## src/rtl/dwt_dma_wr_pkg.sv

```systemverilog
// AXI4 encodings shared by the DWT read and write DMA engines.
package dwt_dma_wr_pkg;

  typedef enum logic [1:0] {
    Fixed = 2'b00,
    Incr  = 2'b01,
    Wrap  = 2'b10
  } axi_burst_t;

  typedef enum logic [1:0] {
    OKAY   = 2'b00,
    EXOKAY = 2'b01,
    SLVERR = 2'b10,
    DECERR = 2'b11
  } axi_resp_t;

  localparam logic [3:0] NormalNonCachBuff = 4'b0011;

  localparam logic [2:0] Size1B   = 3'd0;
  localparam logic [2:0] Size2B   = 3'd1;
  localparam logic [2:0] Size4B   = 3'd2;
  localparam logic [2:0] Size8B   = 3'd3;
  localparam logic [2:0] Size16B  = 3'd4;
  localparam logic [2:0] Size32B  = 3'd5;
  localparam logic [2:0] Size64B  = 3'd6;
  localparam logic [2:0] Size128B = 3'd7;

  // AxSIZE for a full-width beat of the given byte count (power of two).
  function automatic logic [2:0] axi_size(input int unsigned bytes);
    logic [2:0] s;
    s = Size1B;
    for (int unsigned i = 0; i < 8; i++) begin
      if ((32'd1 << i) == bytes) s = 3'(i);
    end
    return s;
  endfunction

endpackage

```

## src/rtl/dwt_dma_wr.sv

```systemverilog
// AXI4 write-master DMA: streams coefficients from AXI-Stream into memory as INCR bursts.
module dwt_dma_wr
  import dwt_dma_wr_pkg::*;
#(
  parameter int unsigned DMA_DATA_WIDTH_DST   = 64,
  parameter int unsigned DMA_AXI_PROTOCOL_DST = 0,
  parameter int unsigned DMA_AXI_ADDR_WIDTH   = 32,
  parameter int unsigned C_M_AXI_ID_WIDTH     = 1,
  parameter int unsigned MAX_BURST            = 16
) (
  input  logic                                m_axi_aclk,
  input  logic                                m_axi_aresetn,
  input  logic                                start,
  input  logic [DMA_AXI_ADDR_WIDTH-1:0]       cfg_addr,
  input  logic [31:0]                         cfg_beats,
  output logic                                busy,
  output logic                                done,
  output logic                                err,
  input  logic [DMA_DATA_WIDTH_DST-1:0]       s_axis_tdata,
  input  logic                                s_axis_tvalid,
  output logic                                s_axis_tready,
  output logic [C_M_AXI_ID_WIDTH-1:0]         m_dst_axi_awid,
  output logic [DMA_AXI_ADDR_WIDTH-1:0]       m_dst_axi_awaddr,
  output logic [7-4*DMA_AXI_PROTOCOL_DST:0]   m_dst_axi_awlen,
  output logic [2:0]                          m_dst_axi_awsize,
  output logic [1:0]                          m_dst_axi_awburst,
  output logic [3:0]                          m_dst_axi_awcache,
  output logic [2:0]                          m_dst_axi_awprot,
  output logic                                m_dst_axi_awvalid,
  input  logic                                m_dst_axi_awready,
  output logic [DMA_DATA_WIDTH_DST-1:0]       m_dst_axi_wdata,
  output logic [DMA_DATA_WIDTH_DST/8-1:0]     m_dst_axi_wstrb,
  output logic                                m_dst_axi_wlast,
  output logic                                m_dst_axi_wvalid,
  input  logic                                m_dst_axi_wready,
  input  logic [C_M_AXI_ID_WIDTH-1:0]         m_dst_axi_bid,
  input  logic [1:0]                          m_dst_axi_bresp,
  input  logic                                m_dst_axi_bvalid,
  output logic                                m_dst_axi_bready
);

  localparam int unsigned BYTES = DMA_DATA_WIDTH_DST / 8;
  localparam int unsigned LEN_W = 8 - 4 * DMA_AXI_PROTOCOL_DST;

  typedef enum logic [2:0] {IDLE, ADDR, DATA, RESP, DONE} state_t;

  state_t                          state, state_nxt;
  logic                            start_q;
  logic                            trig;
  logic [DMA_AXI_ADDR_WIDTH-1:0]   addr;
  logic [31:0]                     remaining;
  logic [31:0]                     burst_len;
  logic [8:0]                      cur_len;
  logic [7:0]                      beat_cnt;
  logic                            aw_hs, w_hs, b_hs;
  logic                            unused_ok;

  assign trig      = start & ~start_q;
  assign burst_len = (remaining > 32'(MAX_BURST)) ? 32'(MAX_BURST) : remaining;

  assign aw_hs = (state == ADDR) & m_dst_axi_awready;
  assign w_hs  = (state == DATA) & s_axis_tvalid & m_dst_axi_wready;
  assign b_hs  = (state == RESP) & m_dst_axi_bvalid;

  assign m_dst_axi_awid    = '0;
  assign m_dst_axi_awaddr  = addr;
  assign m_dst_axi_awlen   = LEN_W'(burst_len - 32'd1);
  assign m_dst_axi_awsize  = axi_size(BYTES);
  assign m_dst_axi_awburst = Incr;
  assign m_dst_axi_awcache = NormalNonCachBuff;
  assign m_dst_axi_awprot  = '0;
  assign m_dst_axi_wdata   = s_axis_tdata;
  assign m_dst_axi_wstrb   = '1;
  assign unused_ok         = ^m_dst_axi_bid;

  always_ff @(posedge m_axi_aclk) begin
    if (!m_axi_aresetn) begin
      state     <= IDLE;
      start_q   <= 1'b0;
      err       <= 1'b0;
      addr      <= '0;
      remaining <= '0;
      cur_len   <= '0;
      beat_cnt  <= '0;
    end else begin
      state   <= state_nxt;
      start_q <= start;
      if (state == IDLE && trig) begin
        addr      <= cfg_addr;
        remaining <= cfg_beats;
        if (cfg_beats != '0) err <= 1'b0;
      end
      // Remaining is charged at AW time so RESP can decide DONE vs ADDR directly.
      if (aw_hs) begin
        remaining <= remaining - burst_len;
        cur_len   <= 9'(burst_len);
        beat_cnt  <= 8'(burst_len - 32'd1);
      end
      if (w_hs) beat_cnt <= beat_cnt - 8'd1;
      if (b_hs) begin
        if (m_dst_axi_bresp != OKAY) err <= 1'b1;
        addr <= addr + DMA_AXI_ADDR_WIDTH'(32'(cur_len) * BYTES);
      end
    end
  end

  always_comb begin
    state_nxt         = state;
    busy              = 1'b0;
    done              = 1'b0;
    m_dst_axi_awvalid = 1'b0;
    m_dst_axi_wvalid  = 1'b0;
    m_dst_axi_wlast   = 1'b0;
    m_dst_axi_bready  = 1'b0;
    s_axis_tready     = 1'b0;
    unique case (state)
      IDLE: begin
        if (trig) state_nxt = (cfg_beats == '0) ? DONE : ADDR;
      end
      ADDR: begin
        busy              = 1'b1;
        m_dst_axi_awvalid = 1'b1;
        if (m_dst_axi_awready) state_nxt = DATA;
      end
      DATA: begin
        busy             = 1'b1;
        m_dst_axi_wvalid = s_axis_tvalid;
        s_axis_tready    = m_dst_axi_wready;
        m_dst_axi_wlast  = (beat_cnt == '0);
        if (w_hs && beat_cnt == '0) state_nxt = RESP;
      end
      RESP: begin
        busy             = 1'b1;
        m_dst_axi_bready = 1'b1;
        if (m_dst_axi_bvalid) state_nxt = (remaining == '0) ? DONE : ADDR;
      end
      DONE: begin
        done      = 1'b1;
        state_nxt = IDLE;
      end
      default: state_nxt = IDLE;
    endcase
  end

endmodule
```

## config.mk

```make
export PLATFORM = sky130hd
export DESIGN_NAME = dwt_dma_wr
export DESIGN_NICKNAME = d
export VERILOG_FILES = /design/src/rtl/dwt_dma_wr_pkg.sv /design/src/rtl/dwt_dma_wr.sv
export SDC_FILE = /design/constraint.sdc
export NUM_CORES = 1
export LEC_CHECK = 0
export CAP_MARGIN = 20
export CORE_UTILIZATION = 45
export DETAILED_ROUTE_END_ITERATION = 10
export PLACE_DENSITY = 0.87
export SYNTH_ARGS = -nofsm -noshare
export SYNTH_HDL_FRONTEND = slang
export SYNTH_SLANG_ARGS = --single-unit
export TNS_END_PERCENT = 1
```

## constraint.sdc

```tcl
create_clock -name m_axi_aclk -period 4.7 [get_ports m_axi_aclk]
set_input_delay 0.94 -clock m_axi_aclk [delete_from_list [all_inputs] [get_ports m_axi_aclk]]
set_output_delay 0.94 -clock m_axi_aclk [all_outputs]
set_load 0.02 [all_outputs]
```

==> results of run 1 <==
## cell type report
class | instances | area [um^2]
Clock buffer | 13 | 260
Tap cell | 168 | 210
Clock inverter | 1 | 30.0
Multi-Input combinational cell | 536 | 3240
Timing Repair Buffer | 129 | 1270
Inverter | 19 | 71.3
Fill cell | 1142 | 5460
Sequential cell | 86 | 1720
## metal layers
layer,vias to the layer above,track usage,share of wire
met1,2616,0.317,0.43
met5,-,0,0
met3,51,0.0411,0.076
met2,293,0.378,0.46
li1,2710,-,-
met4,0,0.124,0.036
## cell usage after synthesis, types with 3 or more instances
library cell  number
o31ai_1            5
a31oi_1           19
nor4_2             4
nand2_1           71
a211oi_1           9
nor3b_1            4
ha_1              12
o311ai_0           5
dfxtp_1           86
a22oi_1           14
and2_1             7
a221oi_1           6
and3_1            13
nand4_1            9
or4_1             11
or3_1             13
and4_1             3
o31a_1             5
o221ai_1           3
nor3_1            28
nand3_1           26
a21oi_1           56
inv_1             18
nand2b_1           4
buf_4             86
o21a_1             4
o22ai_1            8
nor2_1            58
clkbuf_1          37
or2_2              3
xnor2_1            5
a311oi_1           6
mux2i_1            3
o211ai_1           7
o21ai_0           33
nor2b_1            3
xor2_1             3
nor4_1            15
nor4_4             3
## flip-flops by register name, indices dropped and copies added (netlist names)
| register | count |
|---|---|
| m_dst_axi_awaddr | 32 |
| remaining | 32 |
| cur_len | 9 |
| beat_cnt | 8 |
| state | 3 |
| err | 1 |
| start_q | 1 |
## kinds of logic (layout without fill, tap and decap cells)
| group | Yosys count | after routing |
|---|---|---|
| xor gates and xnor gates | 8 | 8 |
| and+or+nand+nor | 288 | 288 |
| AOI/OAI and AO/OA | 198 | 198 |
| muxes | 7 | 7 |
| other | 2 | 22 |
| DFF | 86 | 86 |
| buffers and inverters | 145 | 162 |
| adders and majority gates | 13 | 13 |
## through the flow
| step | setup slack [ns] | utilization | instance area, um^2 |
|---|---|---|---|
| 6_report | 0.459 | 0.555 | 6800 |
| 5_1_grt | 0.280 | 0.555 | 6800 |
| 4_1_cts | 0.462 | 0.555 | 6800 |
| 3_5_place_dp | 0.838 | 0.531 | 6510 |
| 3_3_place_gp | 0.901 | 0.531 | 6510 |
| 2_1_floorplan | 1.33 | - | 5830 |
## worst max-delay path by stage
| stage | cells after the start | start | end |
|---|---|---|---|
| final | 8 | remaining[22] | m_dst_axi_awlen[4] |
| after global routing | 8 | remaining[22] | m_dst_axi_awlen[4] |
| after CTS | 8 | remaining[22] | m_dst_axi_awlen[4] |
| after detailed placement | 8 | remaining[22] | m_dst_axi_awlen[4] |
| after global placement | 8 | remaining[22] | m_dst_axi_awlen[4] |
| after floorplan | 7 | remaining[22] | m_dst_axi_awlen[2] |
## power breakdown
part           internal (mW)  total [mW]  switching [mW]
clock network          0.436       0.720           0.284
logic                  0.345       0.814           0.469
registers              0.815       0.935           0.120
total                   1.60        2.47           0.873
## critical path: stages, from the launching register on
cell             delay [ns]
dfxtp_1                0.38
or4_1                  0.63
nor3b_1                0.31
and4_1                 0.32
nand2_1                0.11
ha_1                   0.23
o21ai_1                0.14
xnor2_1                0.20
clkdlybuf4s50_1        0.65
==> out/metrics.cfg, run 1 <==
[clock_network]
post_cts_hold_buffer_count = 0
post-cts-setup-buffers = 0
cts_buffer_depth = 2
cts_sinks = 86
cts_tree = yes
numCtsBuffers = 9
cts-root-buf = clkbuf_16
htreeDepth = 3
cts_resized = 0
clk_latency_ns = 0.34
clkSlewWorstSetupHoldPaths_ns = 0.06

[sta]
whs_ns = 0.453
worstMarginPinSlew_ns = 0.913
fin_crit_sh = 0.902
slew_headroom = 0.386
hold_violations = 0
drv_slew = 0
setup_tns_ns = 0
finalSetupViolCount = 0
rsz0062_at_grt = false
fmax_mhz = 236
finClkSkew_ns = 0.00611
fin_crit_ns = 4.24

[routing]
drt_iter0_drc = 617
ant_nets = 0
via_count = 5670
dr.pass1.iters = 5
drcViolationCount = 0
routedWlPerCell_um = 16.7
viasPerCell = 5.96
wl_um = 15900

[finish]
layout_commonest_cell = clkdlybuf4s50_1
diodes = 0
layout_common_cells = 120 x clkdlybuf4s50_1, 86 x dfxtp_1, 71 x nand2_1
drive_above_1_share = 0.0599
final_cells = 952
layout.nets = 932
area_growth_pct = 18.2

[pwr]
p_per_area_nw_per_um2 = 363
ir_drop_mv = 0.147
leakagePower_nw = 2.47
power.total_mw = 2.47

[worst_hold_path]
hp-start = m_dst_axi_awaddr[1]
holdPathEnd = m_dst_axi_awaddr[1]
hp-class = reg2reg
worstHoldPathCells = 2

[logic_synthesis]
syn-mean-instance-area_um2 = 7.71
syn_area_um2 = 5760
synthArstFlopShare = 0
synthFlopType = dfxtp_1
synth.largest_area_cell = dfxtp_1
synth_compound_area_frac = 0.224
synth_simple_gate_area_frac = 0.268
synth_mux_area_frac = 0.0137
postSynthCellCount = 747
yosysSeqAreaShare = 0.299
synth_adder_area_share = 0.0296
synth-edff-count = 0
synthXorXnorAreaFrac = 0.0122
yosysUniqueCellTypes = 70
ys_ff_latch = 86
synth_top_area_frac = 0.299
synth_area_leaders = dfxtp_1 30%, buf_4 11%, a21oi_1 4.9%
synth_top_family_by_area = simple AND/OR/NAND/NOR gates
ys_warn_count = 0

[outcome]
outcome = complete, no violations

[worst_setup_path]
worstPathArrival_ns = 3.30
required_ns = 3.76
r2r-start = remaining[22]
startpoint_type = flip-flop
crit_path_end_kind = output port
r2r_end = remaining[26]
reg2reg_depth = 11
worstSetupPathType = reg2out
regToRegSetupSlack_ns = 1.19
cp_max_fo = 7

[die]
rows = 40
die-area_um2 = 13300
start_util = 0.470
die_x_um = 115
core-area_um2 = 12300
io_pins = 271
die_height_um = 115

[global_routing]
overflow = 0
antenna_found_initial = 0
grt_max_degree = 61
grt_pass1_wl_um = 25300
grtUsageTotal = 0.241
grt_pass1_vias = 5262

[placed_design]
placed_cells = 938
port_buffers = 120
post-dp-hpwl_um = 11100
place_congestion = 0.881

[run]
drv_cap = 0

Power figures use the tool's default switching activity.
==> run 2: changes to the inputs <==
--- a/config.mk
+++ b/config.mk
@@ -6,4 +6,5 @@
 export NUM_CORES = 1
 export LEC_CHECK = 0
+export ABC_AREA = 0
 export CAP_MARGIN = 20
 export CORE_UTILIZATION = 45
==> constraint.sdc (replaced) <==
create_clock -name m_axi_aclk -period 4.7 [get_ports m_axi_aclk]
set_input_delay 0.94 -clock m_axi_aclk [delete_from_list [all_inputs] [get_ports m_axi_aclk]]
set_output_delay 0.94 -clock m_axi_aclk [all_outputs]
set_load 0.005 [all_outputs]
==> out/metrics.cfg, run 2 (synthesized netlist as in run 1, its figures left out) <==
[finish]
area_growth_pct = 18.4  ; was 18.2%
diodes = 0  ; unchanged
layout.nets = 934  ; was 932
layout_common_cells = 120 x clkdlybuf4s50_1, 86 x dfxtp_1, 71 x nand2_1  ; unchanged
layout_commonest_cell = clkdlybuf4s50_1  ; unchanged
drive_above_1_share = 0.0623  ; was 0.0599
utilization = 0.556  ; was 0.555
final_cells = 954  ; was 952

[sta]
finClkSkew_ns = 0.00736  ; was 0.00611 ns
slew_headroom = 0.335  ; was 0.386
fin_crit_sh = 0.892  ; was 0.902
setup_tns_ns = 0  ; unchanged
hold_violations = 0  ; unchanged
layout_setup_ws_ns = 0.506  ; was 0.459 ns
fmax_mhz = 238  ; was 236 MHz
fin_crit_ns = 4.19  ; was 4.24 ns
rsz0062_at_grt = false  ; unchanged
whs_ns = 0.460  ; was 0.453 ns
worstMarginPinSlew_ns = 0.988  ; was 0.913 ns
finalSetupViolCount = 0  ; unchanged
drv_slew = 0  ; unchanged

[placed_design]
dpl_worst_slack_ns = 0.897  ; was 0.838 ns
place_congestion = 0.896  ; was 0.881
port_buffers = 120  ; unchanged
placed_cells = 940  ; was 938
post-dp-hpwl_um = 11300  ; was 11100 um

[global_routing]
grt_max_degree = 61  ; unchanged
grt_pass1_wl_um = 24800  ; was 25300 um
antenna_found_initial = 0  ; unchanged
overflow = 0  ; unchanged
grt_pass1_vias = 5033  ; was 5262
grtUsageTotal = 0.236  ; was 0.241

[clock_network]
post_cts_hold_buffer_count = 0  ; unchanged
cts_resized = 0  ; unchanged
clkSlewWorstSetupHoldPaths_ns = 0.06  ; about the same
htreeDepth = 3  ; unchanged
clk_latency_ns = 0.34  ; about the same
cts_buffer_depth = 2  ; unchanged
numCtsBuffers = 9  ; unchanged
cts_sinks = 86  ; unchanged
post-cts-setup-buffers = 0  ; unchanged
cts-root-buf = clkbuf_16  ; unchanged
cts_tree = yes  ; unchanged

[pwr]
p_seq_frac = 0.389  ; was 0.379
p_sw_frac = 0.338  ; was 0.354
intPower_mw = 1.60  ; about the same
leakagePower_nw = 2.47  ; about the same
p_sw_mw = 0.814  ; was 0.873 mW
p_per_area_nw_per_um2 = 354  ; was 363 nW/um^2
p_clk_frac = 0.298  ; was 0.291
comb_power_share = 0.313  ; was 0.330
ir_drop_mv = 0.218  ; was 0.147 mV

[worst_setup_path]
startpoint_type = flip-flop  ; unchanged
worstPathArrival_ns = 3.25  ; was 3.30 ns
crit_path_end_kind = output port  ; unchanged
required_ns = 3.76  ; about the same
worstSetupPathType = reg2out  ; unchanged
cp_max_fo = 13  ; was 7
reg2reg_depth = 11  ; unchanged

[run]
drv_cap = 0  ; unchanged

[die]
die_height_um = 115  ; unchanged
die-area_um2 = 13300  ; unchanged
die_x_um = 115  ; unchanged
rows = 40  ; unchanged
core-area_um2 = 12300  ; unchanged
start_util = 0.470  ; unchanged
io_pins = 271  ; unchanged

[routing]
drt_iter0_drc = 505  ; was 617
dr.pass1.iters = 5  ; unchanged
ant_nets = 0  ; unchanged
routedWlPerCell_um = 16.6  ; was 16.7 um
wl_um = 15900  ; about the same
viasPerCell = 5.96  ; about the same
drcViolationCount = 0  ; unchanged
via_count = 5685  ; was 5670

[outcome]
outcome = complete, no violations  ; unchanged

[worst_hold_path]
worstHoldPathCells = 2  ; unchanged
hp-class = reg2reg  ; unchanged

[run 2: changes by cell type in the layout (fill, tap and decap cells not counted)]
| cell | previous run | this run |
|---|---|---|
| buf_4 | 9 | 11 |
[run 2: power groups by stage]
stage	Sequential [mW]	Combinational, mW	Clock (mW)
floorplan	0.910	0.560	0
global placement	0.943	0.730	0
detailed placement	0.948	0.745	0
CTS	0.933	0.748	0.724
global route	0.951	0.833	0.750
finish	0.937	0.756	0.719
[run 2: final timing paths]
check	endpoint	startpoint	slack (ns)
worst max-delay path	m_dst_axi_awlen[4]	remaining[22]	0.51
worst min-delay path	m_dst_axi_awaddr[1]	m_dst_axi_awaddr[1]	0.46
worst max register to register	remaining[28]	remaining[22]	1.24
worst min register to register	m_dst_axi_awaddr[1]	m_dst_axi_awaddr[1]	0.46
[run 2: worst max-delay path, stage by stage (launching register included)]
cell and delay [ns]:
dfxtp_1 0.38, or4_1 0.63, nor3b_1 0.28, and4_1 0.22, buf_4 0.18, nand2_1 0.09, ha_1 0.23, o21ai_1 0.15
xnor2_1 0.19, clkdlybuf4s50_1 0.55
[run 2: cell type report]
type | instances | area (um^2)
clock inverters | 1 | 30.0
inverters | 19 | 71.3
well taps | 168 | 210
multi-input cells | 536 | 3240
clock buffers | 13 | 260
fillers | 1107 | 5440
flip-flops and latches | 86 | 1720
repair buffers | 131 | 1280
[run 2: per-stage QoR]
stage | power (mW) | instance area, um^2
floorplan | 1.47 | 5830
global placement | 1.67 | 6530
detailed placement | 1.69 | 6530
CTS | 2.41 | 6820
global route | 2.53 | 6820
finish | 2.41 | 6820
[run 2: routing by layer]
layer / wire length (um) / part of all wire / global-route usage
met2: 7180 / 0.45 / 0.369
met4: 590 / 0.037 / 0.115
met3: 1190 / 0.075 / 0.0464
met1: 6890 / 0.43 / 0.311
met5: 0 / 0 / 0
